## src/rtl/rf_seq_ctrl_pkg.sv

```systemverilog
// Shared definitions for the register-file sequencer: opcode constants,
// instruction field positions and FSM state encoding.
package rf_ctrl_pkg;

  localparam logic [3:0] OP_NOP  = 4'h0;
  localparam logic [3:0] OP_LDI  = 4'hE;
  localparam logic [3:0] OP_HALT = 4'hF;

  // Instruction field bit positions (16-bit format)
  localparam int unsigned OP_MSB  = 15;
  localparam int unsigned OP_LSB  = 12;
  localparam int unsigned RD_MSB  = 11;
  localparam int unsigned RD_LSB  = 9;
  localparam int unsigned RA_MSB  = 8;
  localparam int unsigned RA_LSB  = 6;
  localparam int unsigned RB_MSB  = 5;
  localparam int unsigned RB_LSB  = 3;
  localparam int unsigned IMM_MSB = 8;
  localparam int unsigned IMM_LSB = 3;

  localparam logic [2:0] ST_IDLE  = 3'd0;
  localparam logic [2:0] ST_READ  = 3'd1;
  localparam logic [2:0] ST_EXEC  = 3'd2;
  localparam logic [2:0] ST_WRITE = 3'd3;
  localparam logic [2:0] ST_HALT  = 3'd4;

  typedef enum logic [2:0] {
    StIdle  = ST_IDLE,
    StRead  = ST_READ,
    StExec  = ST_EXEC,
    StWrite = ST_WRITE,
    StHalt  = ST_HALT
  } state_e;

endpackage

```

## src/rtl/rf_seq_ctrl_if.sv

```systemverilog
// Bus between the instruction source, the sequencer and the register
// file / ALU datapath.
//   instr, instr_valid, instr_ready : instruction handshake
//   sel_A, sel_B, alu_op            : read selects and ALU opcode
//   wb_sel, imm, in, enable         : write-back controls
//   done, halted                    : retirement pulse and halt status
interface rf_seq_ctrl_if #(
  parameter int unsigned N = 16
);
  logic [N-1:0] instr;
  logic         instr_valid;
  logic         instr_ready;
  logic [2:0]   sel_A;
  logic [2:0]   sel_B;
  logic [3:0]   alu_op;
  logic         wb_sel;
  logic [N-1:0] imm;
  logic [2:0]   in;
  logic         enable;
  logic         done;
  logic         halted;

  // master: instruction source / datapath side
  modport master (
    output instr, instr_valid,
    input  instr_ready, sel_A, sel_B, alu_op, wb_sel, imm, in, enable, done, halted
  );

  // slave: the sequencer
  modport slave (
    input  instr, instr_valid,
    output instr_ready, sel_A, sel_B, alu_op, wb_sel, imm, in, enable, done, halted
  );
endinterface

```

## src/rtl/rf_instr_decode.sv

```systemverilog
// Combinational instruction decoder.
//   i_ir     : instruction word
//   o_rd/ra/rb, o_opcode, o_imm : extracted fields (imm zero-extended)
//   o_is_*   : opcode class flags
module rf_instr_decode
  import rf_ctrl_pkg::*;
#(
  parameter int unsigned N = 16
) (
  input  logic [N-1:0] i_ir,
  output logic [2:0]   o_rd,
  output logic [2:0]   o_ra,
  output logic [2:0]   o_rb,
  output logic [3:0]   o_opcode,
  output logic [N-1:0] o_imm,
  output logic         o_is_nop,
  output logic         o_is_ldi,
  output logic         o_is_halt,
  output logic         o_is_alu
);
  always_comb begin
    o_opcode  = i_ir[OP_MSB:OP_LSB];
    o_rd      = i_ir[RD_MSB:RD_LSB];
    o_ra      = i_ir[RA_MSB:RA_LSB];
    o_rb      = i_ir[RB_MSB:RB_LSB];
    o_imm     = {{(N-6){1'b0}}, i_ir[IMM_MSB:IMM_LSB]};
    o_is_nop  = (o_opcode == OP_NOP);
    o_is_ldi  = (o_opcode == OP_LDI);
    o_is_halt = (o_opcode == OP_HALT);
    o_is_alu  = !(o_is_nop || o_is_ldi || o_is_halt);
  end
endmodule

```

## src/rtl/rf_seq_ctrl.sv

```systemverilog
// Multi-cycle sequencer for the 8x16 register file and ALU.
//   i_clk   : clock, rising edge
//   i_rst_n : synchronous reset, active HIGH despite the name
//   bus     : instruction handshake plus register-file / ALU controls
// All outputs except enable are registered from the next state and next IR.
module rf_seq_ctrl
  import rf_ctrl_pkg::*;
#(
  parameter int unsigned N           = 16,
  parameter int unsigned EXEC_CYCLES = 1,
  parameter int unsigned CW          = 4
) (
  input  logic           i_clk,
  input  logic           i_rst_n,
  rf_seq_ctrl_if.slave   bus
);
  state_e       r_state, w_state_d;
  logic [N-1:0] r_ir, w_ir_d;
  logic [CW-1:0] r_cnt, w_cnt_d;
  logic         r_ready, r_wb_sel, r_enable, r_done, r_halted;
  logic [2:0]   r_sel_a, r_sel_b, r_in;
  logic [3:0]   r_alu_op;
  logic [N-1:0] r_imm;

  logic         w_accept, w_busy;
  logic [2:0]   w_rd, w_ra, w_rb;
  logic [3:0]   w_opcode;
  logic [N-1:0] w_imm;
  logic         w_is_nop, w_is_ldi, w_is_halt, w_is_alu;

  assign w_accept = bus.instr_valid & r_ready;
  // Outside the capture edge the IR just recirculates, so decoding the
  // next IR also gives the current instruction in READ/EXEC/WRITE.
  assign w_ir_d   = w_accept ? bus.instr : r_ir;

  rf_instr_decode #(.N(N)) u_decode (
    .i_ir      (w_ir_d),
    .o_rd      (w_rd),
    .o_ra      (w_ra),
    .o_rb      (w_rb),
    .o_opcode  (w_opcode),
    .o_imm     (w_imm),
    .o_is_nop  (w_is_nop),
    .o_is_ldi  (w_is_ldi),
    .o_is_halt (w_is_halt),
    .o_is_alu  (w_is_alu)
  );

  always_comb begin
    w_state_d = r_state;
    w_cnt_d   = r_cnt;
    case (r_state)
      StIdle: if (w_accept) w_state_d = StRead;
      StRead: begin
        if (w_is_alu) begin
          w_state_d = StExec;
          w_cnt_d   = '0;
        end else if (w_is_ldi) begin
          w_state_d = StWrite;
        end else if (w_is_halt) begin
          w_state_d = StHalt;
        end else begin
          w_state_d = StIdle;
        end
      end
      StExec: begin
        if (r_cnt == CW'(EXEC_CYCLES - 1)) w_state_d = StWrite;
        else                               w_cnt_d   = r_cnt + 1'b1;
      end
      StWrite: w_state_d = StIdle;
      StHalt:  w_state_d = StHalt;
      default: w_state_d = StIdle;
    endcase
  end

  assign w_busy = (w_state_d == StRead) || (w_state_d == StExec) || (w_state_d == StWrite);

  always_ff @(posedge i_clk) begin
    if (i_rst_n) begin
      r_state  <= StIdle;
      r_ir     <= '0;
      r_cnt    <= '0;
      r_ready  <= 1'b1;
      r_sel_a  <= '0;
      r_sel_b  <= '0;
      r_alu_op <= '0;
      r_wb_sel <= 1'b0;
      r_imm    <= '0;
      r_in     <= '0;
      r_enable <= 1'b0;
      r_done   <= 1'b0;
      r_halted <= 1'b0;
    end else begin
      r_state  <= w_state_d;
      r_ir     <= w_ir_d;
      r_cnt    <= w_cnt_d;
      r_ready  <= (w_state_d == StIdle);
      r_sel_a  <= w_busy ? w_ra : 3'd0;
      r_sel_b  <= w_busy ? w_rb : 3'd0;
      r_alu_op <= w_busy ? w_opcode : 4'd0;
      r_imm    <= w_busy ? w_imm : '0;
      r_wb_sel <= (w_state_d == StWrite) && w_is_ldi;
      r_in     <= (w_state_d == StWrite) ? w_rd : 3'd0;
      r_enable <= (w_state_d == StWrite);
      // NOP and HALT retire in READ; everything else retires in WRITE
      r_done   <= (w_state_d == StWrite) ||
                  ((w_state_d == StRead) && (w_is_nop || w_is_halt));
      r_halted <= (w_state_d == StHalt);
    end
  end

  assign bus.instr_ready = r_ready;
  assign bus.sel_A       = r_sel_a;
  assign bus.sel_B       = r_sel_b;
  assign bus.alu_op      = r_alu_op;
  assign bus.wb_sel      = r_wb_sel;
  assign bus.imm         = r_imm;
  assign bus.in          = r_in;
  // Reset in the WRITE cycle must suppress the write in that same cycle
  assign bus.enable      = r_enable & ~i_rst_n;
  assign bus.done        = r_done;
  assign bus.halted      = r_halted;
endmodule

```

## src/flat_wrapper.sv

```systemverilog
// flat-port wrapper written by rule: the top's interface ports become plain ports
module rf_seq_ctrl_flat import rf_ctrl_pkg::*;
#(
  parameter int unsigned N           = 16,
  parameter int unsigned EXEC_CYCLES = 1,
  parameter int unsigned CW          = 4
)
  (i_clk, i_rst_n, bus_instr, bus_instr_valid, bus_instr_ready, bus_sel_A, bus_sel_B, bus_alu_op, bus_wb_sel, bus_imm, bus_in, bus_enable, bus_done, bus_halted);
  rf_seq_ctrl_if #(.N(N)) bus_i ();
  input  logic i_clk;
  input  logic i_rst_n;
  input wire logic [$bits(bus_i.instr)-1:0] bus_instr;
  input wire logic [$bits(bus_i.instr_valid)-1:0] bus_instr_valid;
  output wire logic [$bits(bus_i.instr_ready)-1:0] bus_instr_ready;
  output wire logic [$bits(bus_i.sel_A)-1:0] bus_sel_A;
  output wire logic [$bits(bus_i.sel_B)-1:0] bus_sel_B;
  output wire logic [$bits(bus_i.alu_op)-1:0] bus_alu_op;
  output wire logic [$bits(bus_i.wb_sel)-1:0] bus_wb_sel;
  output wire logic [$bits(bus_i.imm)-1:0] bus_imm;
  output wire logic [$bits(bus_i.in)-1:0] bus_in;
  output wire logic [$bits(bus_i.enable)-1:0] bus_enable;
  output wire logic [$bits(bus_i.done)-1:0] bus_done;
  output wire logic [$bits(bus_i.halted)-1:0] bus_halted;
  assign bus_i.instr = bus_instr;
  assign bus_i.instr_valid = bus_instr_valid;
  assign bus_instr_ready = bus_i.instr_ready;
  assign bus_sel_A = bus_i.sel_A;
  assign bus_sel_B = bus_i.sel_B;
  assign bus_alu_op = bus_i.alu_op;
  assign bus_wb_sel = bus_i.wb_sel;
  assign bus_imm = bus_i.imm;
  assign bus_in = bus_i.in;
  assign bus_enable = bus_i.enable;
  assign bus_done = bus_i.done;
  assign bus_halted = bus_i.halted;
  rf_seq_ctrl #(.N(N), .EXEC_CYCLES(EXEC_CYCLES), .CW(CW)) u_core (.i_clk(i_clk), .i_rst_n(i_rst_n), .bus(bus_i));
endmodule
```

## config.mk

```make
export PLATFORM = sky130hd
export DESIGN_NAME = rf_seq_ctrl_flat
export DESIGN_NICKNAME = d
export VERILOG_FILES = /design/src/rtl/rf_seq_ctrl_pkg.sv /design/src/rtl/rf_seq_ctrl_if.sv /design/src/rtl/rf_instr_decode.sv /design/src/rtl/rf_seq_ctrl.sv /design/src/flat_wrapper.sv
export SDC_FILE = /design/constraint.sdc
export NUM_CORES = 1
export LEC_CHECK = 0
export ABC_AREA = 0
export CORE_UTILIZATION = 48
export DETAILED_ROUTE_END_ITERATION = 10
export GPL_TIMING_DRIVEN = 0
export PLACE_DENSITY = 0.83
export SYNTH_ARGS = -nofsm -noshare
export SYNTH_HDL_FRONTEND = slang
export SYNTH_SLANG_ARGS = --single-unit
```

## constraint.sdc

```tcl
create_clock -name i_clk -period 5.15 [get_ports i_clk]
set_input_delay 1.2875 -clock i_clk [delete_from_list [all_inputs] [get_ports i_clk]]
set_output_delay 1.2875 -clock i_clk [all_outputs]
set_load 0.005 [all_outputs]
```

==> results of run 1 <==
layout by cell type, fill, tap and decap left out, types with 2 or more instances in the layout:
cell,n
nor2b_1,3
mux2i_1,15
clkbuf_1,4
or3b_2,2
nor2_1,18
o31ai_1,2
bufinv_16,2
clkbuf_4,5
a21oi_1,2
inv_1,3
clkdlybuf4s50_1,39
nor4_1,3
nand3b_1,2
conb_1,10
nand3_1,2
ha_1,2
buf_4,16
dfxtp_1,38
nor3_1,14
a211oi_1,2
metrics by stage:
stage                     instances   util
after floorplan                 164      -
after global placement          247  0.665
after detailed placement        247  0.665
after CTS                       255  0.699
after global routing            255  0.699
final                           255  0.699
synth_stat cells (2+ instances only):
| cell | n | area (µm²) |
|---|---|---|
| dfxtp_1 | 38 | 761 |
| nor2_1 | 18 | 67.6 |
| buf_4 | 16 | 120 |
| mux2i_1 | 15 | 150 |
| nor3_1 | 14 | 70.1 |
| clkbuf_1 | 4 | 15.0 |
| inv_1 | 3 | 11.3 |
| nor2b_1 | 3 | 18.8 |
| nor4_1 | 3 | 18.8 |
| a211oi_1 | 2 | 15.0 |
| a21oi_1 | 2 | 10.0 |
| ha_1 | 2 | 25.0 |
| nand3_1 | 2 | 10.0 |
| nand3b_1 | 2 | 15.0 |
| o31ai_1 | 2 | 15.0 |
| or3b_2 | 2 | 17.5 |
cells by family after synthesis:
logic type / share of synthesized area
multiplexers: 0.111
flip-flops: 0.480
AND/OR/NAND/NOR: 0.199
buffers and inverters: 0.102
AO/OA/AOI/OAI: 0.0900
adder cells (fa/ha/maj): 0.0158
other: 0.00237
final timing paths:
path / end / startpoint / cells past startpoint
worst max-delay path: bus_enable / i_rst_n / 4
worst min-delay path: u_core.r_ir[5] / u_core.r_ir[5] / 2
worst max register to register: u_core.bus.wb_sel / u_core.bus.instr_ready / 5
worst min register to register: u_core.r_ir[5] / u_core.r_ir[5] / 2
layout make-up:
cell class | count | area share
plain buffers | 22 | 0.0692
inverters | 3 | 0.00519
repair buffers | 39 | 0.180
multi-input cells | 101 | 0.321
flip-flops and latches | 38 | 0.351
clock inverters | 3 | 0.0317
well taps | 44 | 0.0254
clock buffers | 5 | 0.0173
power by group through the flow:
stage	clock network, mW	registers (mW)	logic (mW)
6_report	0.254	0.331	0.179
5_1_grt	0.269	0.333	0.194
4_1_cts	0.255	0.331	0.179
3_5_place_dp	0	0.338	0.177
3_3_place_gp	0	0.336	0.172
2_1_floorplan	0	0.336	0.111
state kept, by name (all words and copies together) (netlist names):
name / flops
u_core.r_ir: 13
u_core.bus.sel_A: 1
u_core.r_state: 3
u_core.bus.done: 1
u_core.r_cnt: 4
u_core.bus.halted: 1
u_core.bus.imm: 5
u_core.bus.alu_op: 4
u_core.bus.instr_ready: 1
u_core.bus.in: 3
u_core.bus.wb_sel: 1
u_core.r_enable: 1
worst register-to-register path: cells and delay by family (launching register included):
| family | cells | cell delay [ns] |
|---|---|---|
| AOI/OAI and AO/OA | 2 | 0.82 |
| muxes | 1 | 0.27 |
| and+or+nand+nor | 2 | 0.48 |
| DFF | 1 | 0.42 |
metal layers:
layer,track usage,vias up,part of all wire
met2,0.368,46,0.52
met1,0.240,617,0.41
met5,0,-,0
li1,-,632,-
met4,0.0986,0,0.014
met3,0.0393,6,0.057
==> qor.txt, run 1 <==
setup total negative slack: 0 ns
minimum clock period: 4.02 ns
Final Hold Viols: 0
setup violators final: 0
FF+latch area: 761 µm²
area delta synth->final: 37.0%
CTS H-tree lvls: 2
r2r setup slk: 3.05 ns
Residual DRC: 0
Net count, final: 231
# hold bufs at CTS: 0
switching part of the total power: 0.266
Fmax: 248 MHz
Total Power: 0.764 mW
kind of critical path: in2out
most used cell along the critical path: clkdlybuf4s50_1
Distinct cells, synth: 43
sequential share of power: 0.433
Mapped Avg Cell Area: 10.2 µm²
crit path capture type: output pin
Critical Path RT: 3.86 ns
largest net degree at the start of global routing: 14
Bufs on Longest Clock Path: 2
Slew headroom: 0.530
CTS Sinks: 38
Gate Count Post-Synth: 155
yosys warns: 0
antenna diode count: 0
via count: 1301
RSZ-0062 raised after global routing: false
Std-Cell Core Area: 3100 µm²
CTS Buf Count: 5
cell internal pwr: 0.561 mW
post-synthesis async set-or-reset flop share: 0
Rows: 20
critical path arrival: 2.74 ns
Routed Antenna Nets: 0
CP max FO: 10
Initial Util: 0.510
Post-Route WL: 3.40 mm
gr ovfl total: 0
Finished Cell Area: 2170 µm²
Max stage delay on crit path: 0.54 ns
status: completed
Clock power frac: 0.333
register bit total from synthesis: 38
die width: 59.4 µm
clk root buf: clkbuf_4
synthesized cell area: 1580 µm²
Slew Viols, Final: 0
vias in the first global route: 1221
CTS tree: done
worst setup margin: 1.13 ns
Slowest-stage cell, CP: clkdlybuf4s50_1
period utilization: 0.781
Pre-antenna DRT Iters: 4
# Post-CTS Setup Buffers: 0
pwr/cell area: 352 nW/µm²
PostCTS Resize Cnt: 0
antenna violations before repair: 0
crit-path cells: clkdlybuf4s50_1 > clkbuf_1 > nor2b_1 > clkdlybuf4s50_1
Comb power frac: 0.234
top_reg_cell synth: dfxtp_1
Clock Skew: 0.00726 ns
first-pass GRT wire length: 5.35 mm
fraction of layout cells with a size suffix above 1: 0.166
footprint of the multi-input gates: 696 µm²
via/cell ratio: 5.10
count of max-cap constraint violations: 0
Clock Latency Late Sink: 0.35 ns
Reg clk slew, reported paths: 0.12 ns
switching power: 0.203 mW
Routed WL per cell: 13.3 µm
total global-route track usage: 0.208
Worst Hold Slack: 0.513 ns
Iteration-0 DRC Markers: 44
Lkg Pwr: 0.907 nW
global placement routability congestion: 0.809
dpl cell area: 2060 µm²
Post-synth EDFFs: 0
number of fill cells: 268
Worst Hold Class: reg2reg
I/O pins: 53
die area: 3530 µm²
maximum VDD drop: 0.000254 V
CP bufs+invs: 3
worst slack, placed: 1.13 ns
die height: 59.4 µm
post-synthesis sequential area ratio: 0.480
Tightest Pin Transition: 0.705 ns
cell family with most CP delay: buffers and inverters
PortBufs: 39
CP startpoint kind: primary input
DP HPWL: 2.51 mm
No activity file was read; power rests on OpenSTA's default activity.
==> run 2: changes to the inputs <==
--- a/config.mk
+++ b/config.mk
@@ -6,10 +6,10 @@
 export NUM_CORES = 1
 export LEC_CHECK = 0
 export ABC_AREA = 0
-export CORE_UTILIZATION = 48
+export CORE_UTILIZATION = 40
 export DETAILED_ROUTE_END_ITERATION = 10
 export GPL_TIMING_DRIVEN = 0
-export PLACE_DENSITY = 0.83
+export PLACE_DENSITY = 0.74
 export SYNTH_ARGS = -nofsm -noshare
 export SYNTH_HDL_FRONTEND = slang
 export SYNTH_SLANG_ARGS = --single-unit
==> constraint.sdc (replaced) <==
create_clock -name i_clk -period 3.2 [get_ports i_clk]
set_input_delay 0.8 -clock i_clk [delete_from_list [all_inputs] [get_ports i_clk]]
set_output_delay 0.8 -clock i_clk [all_outputs]
set_load 0.005 [all_outputs]
==> qor.txt, run 2 (synthesis gave the netlist of run 1 again) <==
Comb power frac: 0.245 (was 0.234)
Pre-antenna DRT Iters: 4 (unchanged)
first-pass GRT wire length: 5.51 mm (was 5.35 mm)
Rows: 22 (was 20)
switching part of the total power: 0.282 (was 0.266)
Critical Path RT: 2.40 ns (was 3.86 ns)
r2r setup slk: 1.09 ns (was 3.05 ns)
CTS tree: done (unchanged)
r2r startpoint: u_core.bus.instr_ready (unchanged)
Worst Hold Launch: u_core.r_ir[8] (was u_core.r_ir[5])
footprint of the multi-input gates: 696 µm² (unchanged)
total global-route track usage: 0.175 (was 0.208)
global placement routability congestion: 0.759 (was 0.809)
Reg clk slew, reported paths: 0.07 ns (was 0.12 ns)
Initial Util: 0.426 (was 0.510)
Post-Route WL: 3.23 mm (was 3.40 mm)
Worst Hold Path EP: u_core.r_ir[8] (was u_core.r_ir[5])
switching power: 0.327 mW (was 0.203 mW)
R2R Path End: u_core.bus.wb_sel (unchanged)
# Post-CTS Setup Buffers: 0 (unchanged)
most common cell after layout, fill and taps aside: clkdlybuf4s50_1 (unchanged)
Largest register FFs: 13 (unchanged)
Most flops, register: u_core.r_ir (unchanged)
via count: 1244 (was 1301)
Routed Antenna Nets: 0 (unchanged)
setup violators final: 0 (unchanged)
sequential share of power: 0.460 (was 0.433)
setup total negative slack: 0 ns (unchanged)
CP max FO: 14 (was 10)
gr ovfl total: 0 (unchanged)
antenna diode count: 0 (unchanged)
Clock power frac: 0.296 (was 0.333)
I/O pins: 53 (unchanged)
maximum VDD drop: 0.000352 V (was 0.000254 V)
fraction of layout cells with a size suffix above 1: 0.167 (was 0.166)
die width: 64.9 µm (was 59.4 µm)
die area: 4220 µm² (was 3530 µm²)
vias in the first global route: 1202 (was 1221)
R2R cell count: 5 (unchanged)
status: completed (unchanged)
cell internal pwr: 0.832 mW (was 0.561 mW)
antenna violations before repair: 0 (unchanged)
DP HPWL: 2.32 mm (was 2.51 mm)
die height: 64.9 µm (was 59.4 µm)
Routed WL per cell: 12.5 µm (was 13.3 µm)
Bufs on Longest Clock Path: 2 (unchanged)
via/cell ratio: 4.82 (was 5.10)
Tightest Pin Transition: 0.719 ns (was 0.705 ns)
area delta synth->final: 36.3% (was 37.0%)
crit path capture type: output pin (unchanged)
Fmax: 334 MHz
Clock Latency Late Sink: 0.29 ns (was 0.35 ns)
worst slack, placed: 0.111 ns (was 1.13 ns)
Std-Cell Core Area: 3720 µm² (was 3100 µm²)
worst setup margin: 0.204 ns (was 1.13 ns)
CTS Sinks: 38 (unchanged)
Worst Hold Class: reg2reg (unchanged)
pwr/cell area: 537 nW/µm² (was 352 nW/µm²)
Iteration-0 DRC Markers: 87 (was 44)
minimum clock period: 3.00 ns
kind of critical path: in2out (unchanged)
PortBufs: 39 (unchanged)
period utilization: 0.936
Net count, final: 230 (was 231)
count of max-cap constraint violations: 0 (unchanged)
most frequent cells in the layout: clkdlybuf4s50_1 (39), dfxtp_1 (38), nor2_1 (18), buf_4 (16), mux2i_1 (15) (unchanged)
Hold Path Stages: 2 (unchanged)
number of fill cells: 342 (was 268)
Residual DRC: 0 (unchanged)
largest net degree at the start of global routing: 13 (was 14)
CP startpoint kind: primary input (unchanged)
Clock Skew: 0.00321 ns (was 0.00726 ns)
CTS Buf Count: 5 (unchanged)
RSZ-0062 raised after global routing: false (unchanged)
Worst Hold Slack: 0.494 ns (was 0.513 ns)
FF+latch area: 761 µm² (unchanged)
Slew Viols, Final: 0 (unchanged)
CTS H-tree lvls: 2 (unchanged)
Final Hold Viols: 0 (unchanged)
critical path arrival: 2.20 ns (was 2.74 ns)
Slew headroom: 0.521 (was 0.530)
Lkg Pwr: 0.898 nW (was 0.907 nW)
Core Util, Final: 0.581 (was 0.699)
clk root buf: clkbuf_8 (was clkbuf_4)
Total Power: 1.16 mW (was 0.764 mW)
-- run 2: worst max-delay path, cell delays in order --
cell	delay [ns]
clkdlybuf4s50_1	0.65
nor2b_1	0.22
clkdlybuf4s50_1	0.52
-- run 2: worst max-delay path by stage --
stage | end | from | slack, ns
2_1_floorplan | u_core.r_cnt[1] | bus_instr_valid | 1.04
3_3_place_gp | bus_enable | i_rst_n | 0.12
3_5_place_dp | bus_enable | i_rst_n | 0.11
4_1_cts | bus_enable | i_rst_n | 0.1
5_1_grt | bus_enable | i_rst_n | 0.06
6_report | bus_enable | i_rst_n | 0.20
-- run 2: repair_timing --
item	CTS	global route
hold buffers	0	0
setup endpoints to repair	0	1
resized for setup	0	0
-- run 2: cell type report --
| type | count | share of cell area |
|---|---|---|
| tap | 48 | 0.0278 |
| clock buffer | 6 | 0.0382 |
| multi-input combinational | 101 | 0.322 |
| clock inverter | 2 | 0.00579 |
| inverter | 3 | 0.00521 |
| timing repair buffer | 39 | 0.181 |
| buffer | 21 | 0.0678 |
| sequential | 38 | 0.352 |
-- run 2: power by group through the flow --
stage	registers, mW	logic [mW]	clock network [mW]
6_report	0.533	0.284	0.343
5_1_grt	0.537	0.311	0.368
4_1_cts	0.533	0.287	0.347
3_5_place_dp	0.544	0.284	0
3_3_place_gp	0.542	0.282	0
2_1_floorplan	0.541	0.179	0
-- run 2: metrics by stage --
stage	instances	cell area (µm²)
4_1_cts	259	2160
6_report	258	2160
5_1_grt	258	2160
2_1_floorplan	164	1620
3_5_place_dp	251	2070
3_3_place_gp	251	2070
-- run 2: layer usage --
layer	track usage	routed length (µm)	part of all wire
met3	0.0387	108	0.033
met1	0.227	1480	0.46
met4	0.0917	60	0.019
met2	0.268	1590	0.49
met5	0	0	0
